`src/rtl/pr_status_monitor.sv`:
```
// pr_status_monitor
// Turns the raw 3-bit status bus of the Partial Reconfiguration controller IP
// into the software-visible PR status (SW encoding). It sits in the port
// gasket between the PR controller IP and the PR CSR block. It adds glitch
// qualification of the raw status, a PR sequencing FSM, a timeout watchdog,
// sticky error capture and completion/error event pulses.
//
// Ports:
//   clk             clock, all logic synchronous to it
//   rst_n           asynchronous active-low reset
//   pr_start_req    1-cycle pulse: software started a PR operation
//   pr_ctrl_status  raw controller status (000 nreset, 001 busy, 010 in
//                   progress, 011 successful, 100 error)
//   crc_err_in      controller CRC error level
//   incompat_err_in controller incompatible-bitstream level
//   sw_clr_err      1-cycle pulse: clear sticky error
//   sw_status       SW encoding (000 powerup, 001 PR error, 010 CRC error,
//                   011 incompatible, 100 in progress, 101 successful,
//                   110 busy)
//   pr_busy         high in ARMED or RUN
//   pr_done_pulse   1-cycle pulse on entry to DONE
//   pr_err_pulse    1-cycle pulse on entry to ERR
//   timeout_err     sticky, set when ERR is entered by the watchdog
//   start_nack      1-cycle pulse when pr_start_req is ignored
//
// state | meaning
// IDLE  | no operation; sw_status mirrors the qualified raw status
// ARMED | start seen, waiting for the controller to report "in progress"
// RUN   | reconfiguration in progress
// DONE  | controller reported success
// ERR   | error captured; sw_status frozen until software clears it
module pr_status_monitor #(
  parameter int unsigned STABLE_CYCLES  = 2,
  parameter int unsigned TIMEOUT_CYCLES = 1000000
) (
  input  logic       clk,
  input  logic       rst_n,
  input  logic       pr_start_req,
  input  logic [2:0] pr_ctrl_status,
  input  logic       crc_err_in,
  input  logic       incompat_err_in,
  input  logic       sw_clr_err,
  output logic [2:0] sw_status,
  output logic       pr_busy,
  output logic       pr_done_pulse,
  output logic       pr_err_pulse,
  output logic       timeout_err,
  output logic       start_nack
);

  localparam int unsigned TW = $clog2(TIMEOUT_CYCLES + 1);
  localparam logic [3:0] STABLE = 4'(STABLE_CYCLES);

  localparam logic [2:0] RAW_NRESET  = 3'b000;
  localparam logic [2:0] RAW_RUNNING = 3'b010;
  localparam logic [2:0] RAW_SUCCESS = 3'b011;
  localparam logic [2:0] RAW_ERROR   = 3'b100;

  localparam logic [2:0] SW_PR_ERR   = 3'b001;
  localparam logic [2:0] SW_CRC_ERR  = 3'b010;
  localparam logic [2:0] SW_INCOMPAT = 3'b011;
  localparam logic [2:0] SW_IN_PROG  = 3'b100;
  localparam logic [2:0] SW_SUCCESS  = 3'b101;
  localparam logic [2:0] SW_BUSY     = 3'b110;

  typedef enum logic [2:0] {
    S_IDLE, S_ARMED, S_RUN, S_DONE, S_ERR
  } state_t;

  state_t        state, state_nxt;
  logic [2:0]    last_raw, qual;
  logic [3:0]    run_cnt, run_cnt_nxt;
  logic [TW-1:0] tcnt;
  logic          timeout_hit, to_entry, nack_nxt;
  logic          qual_fail;

  function automatic logic [2:0] map_raw(input logic [2:0] q);
    case (q)
      3'b001:  map_raw = SW_BUSY;
      3'b010:  map_raw = SW_IN_PROG;
      3'b011:  map_raw = SW_SUCCESS;
      3'b100:  map_raw = SW_PR_ERR;
      default: map_raw = 3'b000;
    endcase
  endfunction

  // Run length of identical raw samples, including the one taken this edge.
  always_comb begin
    run_cnt_nxt = 4'd1;
    if (pr_ctrl_status == last_raw)
      run_cnt_nxt = (run_cnt == 4'd15) ? 4'd15 : run_cnt + 4'd1;
  end

  // The counter value after this edge would reach TIMEOUT_CYCLES-1.
  assign timeout_hit = (32'(tcnt) + 32'd1) >= (TIMEOUT_CYCLES - 32'd1);
  assign qual_fail   = (qual == RAW_ERROR) || (qual == RAW_NRESET);

  // Terminal status is checked before the watchdog so it wins a tie.
  always_comb begin
    state_nxt = state;
    to_entry  = 1'b0;
    nack_nxt  = 1'b0;
    unique case (state)
      S_IDLE: begin
        if (pr_start_req) state_nxt = S_ARMED;
      end
      S_ARMED: begin
        nack_nxt = pr_start_req;
        if (qual_fail) state_nxt = S_ERR;
        else if (timeout_hit) begin
          state_nxt = S_ERR;
          to_entry  = 1'b1;
        end else if (qual == RAW_RUNNING) state_nxt = S_RUN;
      end
      S_RUN: begin
        nack_nxt = pr_start_req;
        if (qual == RAW_SUCCESS) state_nxt = S_DONE;
        else if (qual_fail) state_nxt = S_ERR;
        else if (timeout_hit) begin
          state_nxt = S_ERR;
          to_entry  = 1'b1;
        end
      end
      S_DONE: begin
        if (pr_start_req) state_nxt = S_ARMED;
        else if (qual == RAW_ERROR) state_nxt = S_ERR;
      end
      S_ERR: begin
        nack_nxt = pr_start_req;
        if (sw_clr_err) state_nxt = S_IDLE;
      end
      default: state_nxt = S_IDLE;
    endcase
  end

  always_ff @(posedge clk or negedge rst_n) begin
    if (!rst_n) begin
      state         <= S_IDLE;
      last_raw      <= 3'b000;
      run_cnt       <= 4'd0;
      qual          <= 3'b000;
      tcnt          <= '0;
      sw_status     <= 3'b000;
      pr_busy       <= 1'b0;
      pr_done_pulse <= 1'b0;
      pr_err_pulse  <= 1'b0;
      timeout_err   <= 1'b0;
      start_nack    <= 1'b0;
    end else begin
      last_raw <= pr_ctrl_status;
      run_cnt  <= run_cnt_nxt;
      if (run_cnt_nxt >= STABLE) qual <= pr_ctrl_status;

      state <= state_nxt;

      if (state_nxt == S_ARMED && state != S_ARMED)
        tcnt <= '0;
      else if ((state == S_ARMED || state == S_RUN) && (32'(tcnt) < TIMEOUT_CYCLES))
        tcnt <= tcnt + TW'(1);

      pr_busy       <= (state_nxt == S_ARMED) || (state_nxt == S_RUN);
      pr_done_pulse <= (state_nxt == S_DONE) && (state != S_DONE);
      pr_err_pulse  <= (state_nxt == S_ERR) && (state != S_ERR);
      start_nack    <= nack_nxt;

      if (to_entry) timeout_err <= 1'b1;
      else if (state == S_ERR && sw_clr_err) timeout_err <= 1'b0;

      unique case (state_nxt)
        S_IDLE:  sw_status <= map_raw(qual);
        S_ARMED: sw_status <= SW_BUSY;
        S_RUN:   sw_status <= SW_IN_PROG;
        S_DONE:  sw_status <= SW_SUCCESS;
        S_ERR: begin
          // Error cause is captured once, on entry, and then held.
          if (state != S_ERR) begin
            if (incompat_err_in) sw_status <= SW_INCOMPAT;
            else if (crc_err_in) sw_status <= SW_CRC_ERR;
            else                 sw_status <= SW_PR_ERR;
          end
        end
        default: sw_status <= 3'b000;
      endcase
    end
  end

endmodule

```
`config.mk`:
```
export PLATFORM = sky130hd
export DESIGN_NAME = pr_status_monitor
export DESIGN_NICKNAME = d
export VERILOG_FILES = /design/src/rtl/pr_status_monitor.sv
export SDC_FILE = /design/constraint.sdc
export NUM_CORES = 1
export LEC_CHECK = 0
export CORE_UTILIZATION = 59
export CTS_CLUSTER_DIAMETER = 50
export DETAILED_ROUTE_END_ITERATION = 10
export GPL_TIMING_DRIVEN = 0
export PLACE_DENSITY = 0.85
export SYNTH_ARGS = -nofsm -noshare
export SYNTH_HDL_FRONTEND = slang
export SYNTH_SLANG_ARGS = --single-unit
```
`constraint.sdc`:
```
create_clock -name clk -period 3.7 [get_ports clk]
set_input_delay 0.74 -clock clk [delete_from_list [all_inputs] [get_ports clk]]
set_output_delay 0.74 -clock clk [all_outputs]
set_load 0.03 [all_outputs]
```
==> results.json, run 1 <==
{
  "status": "finished clean",
  "routedWlPerCell_um": 15.9,
  "row_count": 23,
  "setup_viol": 0,
  "io_pins": 17,
  "yosysWarnings": 0,
  "fin_crit_ns": 2.89,
  "postLayoutCoreUtil_pct": 70.7,
  "synthAdderAreaFrac_pct": 1.45,
  "ys.flop_type": "dfrtp_1",
  "synth.distinct_cells": 61,
  "r2r_cells": 10,
  "clkLatencyLatePin_ns": 0.30,
  "n_antenna_cell": 0,
  "cp_num_buf_inv": 1,
  "cp-start-kind": "flop",
  "dp_cells": 353,
  "drive_above_1_share_pct": 12.6,
  "syn-instance-count": 287,
  "synth_xor_area_share_pct": 7.44,
  "cp_max_fo": 10,
  "rr_endpoint": "sw_status[0]",
  "synth-seq-area-share_pct": 39.6,
  "vias": 2153,
  "synth-simple-area-share_pct": 29.1,
  "synth_edf_count": 0,
  "required_ns": 3.89,
  "grt_pass1_vias": 2001,
  "port_buffers": 16,
  "yosysTopAreaCell": "dfrtp_1",
  "dieHeight_um": 68.2,
  "first_pass_iters": 7,
  "routed_via_density": 5.98,
  "criticalPathCategory": "reg -> reg",
  "internal_power_uw": 1020,
  "dp.final_hpwl_um": 4080,
  "ir_worst_vdd_mv": 0.384,
  "drtAntennaViolNets": 0,
  "drv_slew": 0,
  "rrSetupSlack_ns": 0.81,
  "sequentialPowerShare_pct": 35.8,
  "path_depth": 10,
  "gr-usage-all-layers_pct": 27.4,
  "synthArstFlopShare_pct": 100,
  "die_area_um2": 4660,
  "gp_congestion": 0.997,
  "pre_cts_ws_ns": 0.865,
  "p_comb_share_pct": 43.7,
  "synth_area_leaders": "dfrtp_1 40%, nor2_1 5.7%, xor2_1 4.1%, nand2_1 3.6%, xnor2_1 3.4%",
  "ys_seq_elements": 41,
  "syn_nets": 299,
  "cpMaxStageDelayCell": "dfrtp_1",
  "path_common_cell": "a211o_1",
  "synth_top_family_by_area": "simple AND/OR/NAND/NOR gates",
  "arrival_ns": 3.08,
  "synth_area_um2": 2590,
  "start_util_pct": 62.9,
  "dieWidth_um": 68.2,
  "postCtsSetupRepairBufs": 0,
  "slowest_delay_ns": 0.49,
  "drc": 0,
  "cap_violations": 0,
  "avgSynthCellArea_um2": 9.02,
  "maxSlewHeadroom_pct": 39.6,
  "cts_tree": "yes",
  "wl_um": 5730,
  "fmax_ghz": 0.346,
  "leakagePower_uw": 0.00130,
  "cp_top_family": "compound AO/OA/AOI/OAI gates",
  "grt_max_degree": 42,
  "antenna_found_initial": 0,
  "p_sw_share_pct": 39.5,
  "cts.path.max_buffers": 2,
  "setup_ws_ns": 0.807,
  "synth_top_area_share_pct": 39.6,
  "synth-compound-area-share_pct": 14.5,
  "critical_path.cell_chain": "ha_1, buf_2, nand2_1, nor2_2, a311oi_1, a211o_1, nor3b_2, a211o_1, and3_1, a211o_1",
  "skew_ns": 0.0102,
  "hold_violations": 0,
  "cts.clk_slew.worst_paths_ns": 0.08,
  "holdCritPathClass": "reg -> reg",
  "clockRootBuffer": "clkbuf_8",
  "grt_setup_unrepaired": "false",
  "final_cells": 360,
  "cts_max_level": 2,
  "numCtsBuffers": 5,
  "fin_crit_sh_pct": 78.2,
  "cts_resized": 0,
  "crit_start": "tcnt[1]",
  "muxShareOfSynthArea_pct": 2.85,
  "power_frac_clock_pct": 20.5,
  "endpoint": "sw_status[0]",
  "p_per_area_nw_per_um2": 582,
  "worstMarginPinSlew_ns": 0.905,
  "timing.rr.start": "tcnt[1]",
  "hold_buffers": 0,
  "syn2layout_area_growth_pct": 12.4,
  "finalNetCount": 322,
  "core_um2": 4120,
  "worstSetupEndpointType": "flop",
  "dr.first_iter.drc_count": 88,
  "grt_pass1_wl_um": 9310,
  "cts_sinks": 41,
  "grt_overflow": 0,
  "tns_ns": 0,
  "power_switching_uw": 668
}
-- final cells by class --
type,instances,area (µm²)
well taps,50,62.6
fillers,342,1200
clock inverters,2,35.0
repair buffers,16,155
multi-input cells,217,1430
flip-flops and latches,41,1030
inverters,13,48.8
clock buffers,5,68.8
plain buffers,16,82.6
-- cells in the mapped netlist (all sizes together) (3+ instances only) --
cell type / instances
dfrtp: 41
and3: 7
inv: 13
o21ai: 10
a211oi: 3
nor2: 41
nand2b: 3
mux2: 3
ha: 3
buf: 12
nor3: 9
a211o: 3
mux2i: 4
or3: 4
a21oi: 13
xnor2: 10
and2: 3
clkbuf: 4
a31oi: 3
xor2: 12
nand4: 9
nor2b: 5
nand3: 16
nand2: 26
-- through the flow --
step | power, µW | hold slack [ns] | instance area [µm²]
3_5_place_dp | 1340 | 0.479 | 2810
4_1_cts | 1690 | 0.512 | 2910
5_1_grt | 1810 | 0.557 | 2910
3_3_place_gp | 1320 | 0.487 | 2810
2_1_floorplan | 1130 | 0.444 | 2590
6_report | 1690 | 0.509 | 2910
-- power groups by stage --
stage / combinational, µW / sequential (µW) / clock, µW
floorplan: 484 / 650 / 0
global placement: 717 / 607 / 0
detailed placement: 732 / 611 / 0
CTS: 738 / 604 / 351
global route: 821 / 620 / 369
finish: 739 / 607 / 347
-- kinds of logic (layout without fill, tap and decap cells) --
kind of cell    Yosys count  in the layout
xor+xnor                 22             22
buf+inv                  29             52
fa+ha+maj                 3              3
flops                    41             41
simple gates            136            136
mux                       7              7
compound gates           49             49
-- per-layer routing --
layer	GRT usage, %	vias to the layer above	part of all wire (%)
li1	-	1057	-
met4	8.33	0	1.1
met3	7.17	9	4.9
met1	38.4	1033	49
met5	0	-	0
met2	41.1	54	45
-- worst min path at each step --
stage | from | end | slack, ns | depth (start not counted)
finish | run_cnt[0] | run_cnt[0] | 0.51 | 1
global route | run_cnt[0] | run_cnt[0] | 0.56 | 1
CTS | run_cnt[0] | run_cnt[0] | 0.51 | 1
detailed placement | timeout_err | timeout_err | 0.48 | 2
global placement | timeout_err | timeout_err | 0.49 | 2
floorplan | rst_n | last_raw[0] | 0.44 | 0
-- state kept, by name (all words and copies together), names as in the netlist --
name and flops:
pr_busy 1, timeout_err 1, run_cnt 4, qual 3, start_nack 1, pr_done_pulse 1
state 3, tcnt 20, sw_status 3, last_raw 3, pr_err_pulse 1
-- placed cells by master (no fill, tap or decap), types with 2 or more instances in the layout --
cell,count
o21ai_0,9
and3_1,7
nor2_2,2
xor2_1,12
inv_1,13
a211o_1,3
or3_1,4
a31oi_1,2
nand4b_1,2
nor2_1,39
xnor2_1,10
ha_1,3
nand2_1,25
mux2_2,3
nand3_1,14
dfrtp_1,41
and4_1,2
clkbuf_1,4
clkdlybuf4s50_1,15
nand4_1,8
a21oi_1,12
nand2b_1,3
mux2i_1,4
a21o_1,2
o211a_1,2
clkbuf_8,5
nand3b_1,2
and2_1,3
a41oi_1,2
buf_2,10
nor2b_1,5
a211oi_1,3
nor3_1,7
(Power assumes the default switching activity.)
==> inputs of run 2 (changes only) <==
CORE_UTILIZATION = 53   (was 59)
PLACE_DENSITY = 0.81   (was 0.85)
clock period = 2.6 ns   (was 3.7 ns; I/O delays follow)
==> run 2 against run 1 <==
Effect of this change:
- register-to-register slack got worse by 0.73 ns
- clock skew is 0.0028 ns lower
- hold slack got worse by 0.16 ns
- sequential share of layout area fell by 1.5 points
- critical path depth fell by 2
- die area rose by 11%
- sequential power increased by 41%
- highest routed layer unchanged
==> results.json, run 2 (synthesis results as in run 1) <==
{
  "p_comb_share_pct": 47.8,
  "fin_crit_ns": 2.52,
  "grt_max_degree": 42,
  "reg_top3": "tcnt: 20 flops, run_cnt: 4 flops",
  "holdCritPathClass": "in -> async",
  "dr.first_iter.drc_count": 90,
  "numCtsBuffers": 5,
  "drive_above_1_share_pct": 16.5,
  "cp_max_fo": 6,
  "drv_slew": 0,
  "io_pins": 17,
  "p_per_area_nw_per_um2": 810,
  "gp_congestion": 0.950,
  "n_antenna_cell": 0,
  "vias": 2178,
  "power_switching_uw": 989,
  "status": "finished clean",
  "cts_tree": "yes",
  "drc": 0,
  "r2r_cells": 8,
  "cts.clk_slew.worst_paths_ns": 0.08,
  "cp-start-kind": "flop",
  "final_cell_mix": "40 x dfrtp_1, 39 x nor2_1, 25 x nand2_1, 15 x clkdlybuf4s50_1",
  "dieWidth_um": 71.9,
  "cts.path.max_buffers": 2,
  "worstMarginPinSlew_ns": 0.907,
  "gr-usage-all-layers_pct": 23.4,
  "dp.final_hpwl_um": 3910,
  "skew_ns": 0.00739,
  "final_cells": 383,
  "maxSlewHeadroom_pct": 39.5,
  "drtAntennaViolNets": 0,
  "internal_power_uw": 1480,
  "required_ns": 2.79,
  "dieHeight_um": 71.9,
  "fmax_ghz": 0.396,
  "port_buffers": 16,
  "worstSetupEndpointType": "flop",
  "wl_um": 5570,
  "hold_violations": 0,
  "first_pass_iters": 4,
  "criticalPathCategory": "reg -> reg",
  "routed_via_density": 5.69,
  "cap_violations": 0,
  "start_util_pct": 54.8,
  "power_frac_clock_pct": 17.5,
  "setup_viol": 0,
  "syn2layout_area_growth_pct": 17.6,
  "die_area_um2": 5170,
  "dp_cells": 370,
  "grt_setup_unrepaired": "true",
  "leakagePower_uw": 0.00135,
  "p_sw_share_pct": 40.1,
  "hold_buffers": 0,
  "row_count": 25,
  "core_um2": 4720,
  "antenna_found_initial": 0,
  "ir_worst_vdd_mv": 0.560,
  "mostFrequentLayoutCell": "dfrtp_1",
  "postLayoutCoreUtil_pct": 64.5,
  "finalNetCount": 328,
  "grt_pass1_wl_um": 9340,
  "routedWlPerCell_um": 14.6,
  "arrival_ns": 2.71,
  "cts_max_level": 2,
  "grt_pass1_vias": 2071,
  "top_register": "tcnt",
  "clkLatencyLatePin_ns": 0.30,
  "sequentialPowerShare_pct": 34.6,
  "fin_crit_sh_pct": 97.0,
  "clockRootBuffer": "clkbuf_8",
  "cts_sinks": 41,
  "largest_register_ffs": 20,
  "grt_overflow": 0
}
-- run 2: cell count changes in the layout (fill, tap and decap cells not counted), sizes merged --
cell	before	now
buf	13	17
clkinvlp	0	1
clkbuf	9	11
clkinv	1	0
bufinv	1	0
dlymetal6s2s	0	1
-- run 2: metrics by stage --
stage	hold WS [ns]	setup slack, ns	setup TNS, ns	cell area, µm²	total power (µW)
global route	0.426	-0.0213	-0.0324	3040	2620
floorplan	0.224	0.0433	0	2590	1620
CTS	0.387	0.0126	0	2950	2410
finish	0.349	0.0776	0	3040	2470
detailed placement	0.480	-0.176	-0.418	2830	1900
global placement	0.482	-0.163	-0.547	2830	1880
-- run 2: layout make-up --
| type | instances | area, µm² |
|---|---|---|
| buffer | 15 | 86.3 |
| clock buffer | 6 | 82.6 |
| clock inverter | 1 | 7.51 |
| fill | 398 | 1680 |
| inverter | 13 | 48.8 |
| multi-input combinational | 217 | 1500 |
| sequential | 41 | 1030 |
| tap | 67 | 83.8 |
| timing repair buffer | 23 | 213 |
-- run 2: power groups by stage --
stage | Combinational, µW | Clock, µW | Sequential [µW]
after floorplan | 689 | 0 | 927
after global placement | 1020 | 0 | 868
after detailed placement | 1030 | 0 | 873
after CTS | 1120 | 440 | 848
after global routing | 1290 | 464 | 872
final | 1180 | 432 | 854
-- run 2: path summary, 6_finish.rpt --
| kind | from | to | slack [ns] |
|---|---|---|---|
| max | tcnt[1] | sw_status[1] | 0.08 |
| min | rst_n | tcnt[17] | 0.35 |
| max reg2reg | tcnt[1] | sw_status[1] | 0.08 |
| min reg2reg | timeout_err | timeout_err | 0.49 |
| max in group asynchronous | rst_n | tcnt[1] | 1.64 |
| min in group clk | timeout_err | timeout_err | 0.49 |
-- run 2: layer usage --
layer	GRT usage [%]	part of all wire, %	vias to the layer above
met5	0	0	-
met4	8.93	1.5	0
met3	4.17	2.9	6
met2	38.6	50	34
met1	30.8	45	1071
li1	-	-	1067
-- run 2: critical path, cell delays in order (launching register included) --
cell and delay [ns]:
dfrtp_2 0.43, ha_4 0.18, or4b_4 0.55, a2111oi_4 0.37
nor3_2 0.11, a21o_1 0.21, a31oi_4 0.18, nand3_2 0.09
a221o_1 0.29
-- run 2: what timing repair did --
item,CTS,global route
pin swaps,2,7
gates resized for setup,3,13
buffers inserted,3,4
cloned,0,0
setup endpoints to repair,4,7
==> inputs of run 3 (changes only) <==
RECOVER_POWER = 50   (was default)
==> run 3 against run 2 <==
Effect of this change:
- routed wire length hardly changed
- clock skew hardly changed
- clock power is essentially flat
- register-to-register slack barely moved
- first-iteration DRC count unchanged
- critical path depth unchanged
- design area unchanged
- fmax stayed put
- global-route usage unchanged
- flip-flop and latch count unchanged
- hold slack better by 0.035 ns
- critical path type unchanged
==> results.json, run 3 (synthesis results as in run 1) <==
{
  "core_um2": 4720,
  "port_buffers": 16,
  "row_count": 25,
  "drive_above_1_share_pct": 16.5,
  "cpMaxStageDelayCell": "or4b_4",
  "timing.rr.start": "tcnt[1]",
  "final_cells": 383,
  "sequentialPowerShare_pct": 34.7,
  "cp-start-kind": "flop",
  "arrival_ns": 2.71,
  "gr-usage-all-layers_pct": 23.4,
  "criticalPathCategory": "reg -> reg",
  "io_pins": 17,
  "r2r_cells": 8,
  "cts_sinks": 41,
  "required_ns": 2.79,
  "holdCritPathClass": "in -> async",
  "p_per_area_nw_per_um2": 810,
  "die_area_um2": 5170,
  "skew_ns": 0.00739,
  "mostFrequentLayoutCell": "dfrtp_1",
  "antenna_found_initial": 0,
  "cp_max_fo": 6,
  "slowest_delay_ns": 0.55,
  "p_comb_share_pct": 47.8,
  "leakagePower_uw": 0.00136,
  "cts.clk_slew.worst_paths_ns": 0.08,
  "worstMarginPinSlew_ns": 1.01,
  "first_pass_iters": 4,
  "fmax_ghz": 0.396,
  "seq_area_um2": 1030,
  "tns_ns": 0,
  "cts_max_level": 2,
  "grt_pass1_wl_um": 9340,
  "multi_input_area_um2": 1500,
  "status": "finished clean",
  "gp_congestion": 0.950,
  "largest_register_ffs": 20,
  "cts_tree": "yes",
  "drc": 0,
  "hold_buffers": 0,
  "p_sw_share_pct": 40.1,
  "rrSetupSlack_ns": 0.08,
  "drv_slew": 0,
  "crit_start": "tcnt[1]",
  "fin_crit_ns": 2.52,
  "grt_setup_unrepaired": "true",
  "final_cell_mix": "40 x dfrtp_1, 39 x nor2_1, 25 x nand2_1, 13 x nand3_1, 13 x inv_1",
  "fillers": 398,
  "numCtsBuffers": 5,
  "routed_via_density": 5.69,
  "syn2layout_area_growth_pct": 17.6,
  "grt_pass1_vias": 2071,
  "finalNetCount": 328,
  "top_register": "tcnt",
  "wl_um": 5570,
  "drtAntennaViolNets": 0,
  "worstSetupEndpointType": "flop",
  "maxSlewHeadroom_pct": 32.4,
  "dieHeight_um": 71.9,
  "grt_overflow": 0,
  "vias": 2178,
  "setup_viol": 0,
  "clkLatencyLatePin_ns": 0.30,
  "internal_power_uw": 1480,
  "dp.final_hpwl_um": 3910,
  "ir_worst_vdd_mv": 0.560,
  "hold_violations": 0,
  "power_frac_clock_pct": 17.5,
  "rr_endpoint": "sw_status[1]",
  "holdWs_ns": 0.385,
  "cts.path.max_buffers": 2,
  "dr.first_iter.drc_count": 90,
  "n_antenna_cell": 0,
  "power_switching_uw": 989,
  "dp_cells": 370,
  "placed_area_um2": 2830,
  "start_util_pct": 54.8,
  "clockRootBuffer": "clkbuf_8",
  "critical_path.cell_chain": "ha_4, or4b_4, a2111oi_4, nor3_2, a21o_1, a31oi_4, nand3_2, a221o_1",
  "fin_crit_sh_pct": 97.0,
  "dieWidth_um": 71.9,
  "reg_top3": "tcnt: 20 flops, run_cnt: 4 flops",
  "routedWlPerCell_um": 14.6,
  "grt_max_degree": 42,
  "cap_violations": 0,
  "endpoint": "sw_status[1]",
  "fin_area_um2": 3040
}
run 3: cell types whose count changed in the layout (fill, tap and decap cells not counted), sizes merged:
cell	before	now
clkdlybuf4s50	15	12
dlygate4sd3	0	3
buf	17	16
clkbuf	11	12
run 3: worst min-delay path by stage:
stage / from / to / slack, ns / cells past startpoint
3_5_place_dp: timeout_err / timeout_err / 0.48 / 2
3_3_place_gp: timeout_err / timeout_err / 0.48 / 2
5_1_grt: rst_n / tcnt[17] / 0.47 / 1
6_report: rst_n / tcnt[17] / 0.38 / 1
4_1_cts: rst_n / tcnt[16] / 0.39 / 1
2_1_floorplan: rst_n / last_raw[0] / 0.22 / 0
run 3: routing by layer:
metal | global-route usage (%) | wire length [µm] | vias up
met2 | 38.6 | 2800 | 34
met5 | 0 | 0 | -
met1 | 30.8 | 2530 | 1071
met4 | 8.93 | 84 | 0
met3 | 4.17 | 160 | 6
li1 | - | - | 1067
run 3: worst max-delay path: cells and delay by family (launching register included):
| kind | cells | cell delay (ns) |
|---|---|---|
| fa+ha+maj | 1 | 0.18 |
| flops | 1 | 0.43 |
| simple gates | 3 | 0.75 |
| compound gates | 4 | 1.05 |
run 3: per-stage QoR:
stage | setup WS, ns | total power (µW) | util, %
4_1_cts | 0.0126 | 2410 | 62.5
3_3_place_gp | -0.163 | 1880 | 60.0
3_5_place_dp | -0.176 | 1900 | 59.9
6_report | 0.0776 | 2460 | 64.5
5_1_grt | -0.0213 | 2620 | 64.5
2_1_floorplan | 0.0433 | 1620 | -
run 3: timing repair:
item,in CTS,in global routing
endpoints found under the setup margin,4,7
buffers inserted,3,4
gates resized for setup,3,13
pin swaps,2,7
run 3: layout make-up:
type | instances | share of cell area [%]
Multi-Input combinational cell | 217 | 49.1
Buffer | 15 | 2.84
Timing Repair Buffer | 23 | 6.99
Clock buffer | 6 | 2.71
Inverter | 13 | 1.60
Tap cell | 67 | 2.75
Sequential cell | 41 | 33.7
Clock inverter | 1 | 0.247
run 3: power by group through the flow:
stage               Clock, µW  Sequential, µW  Combinational, µW
detailed placement          0             873               1030
global placement            0             868               1020
finish                    432             854               1180
floorplan                   0             927                689
global route              464             872               1290
CTS                       440             848               1120
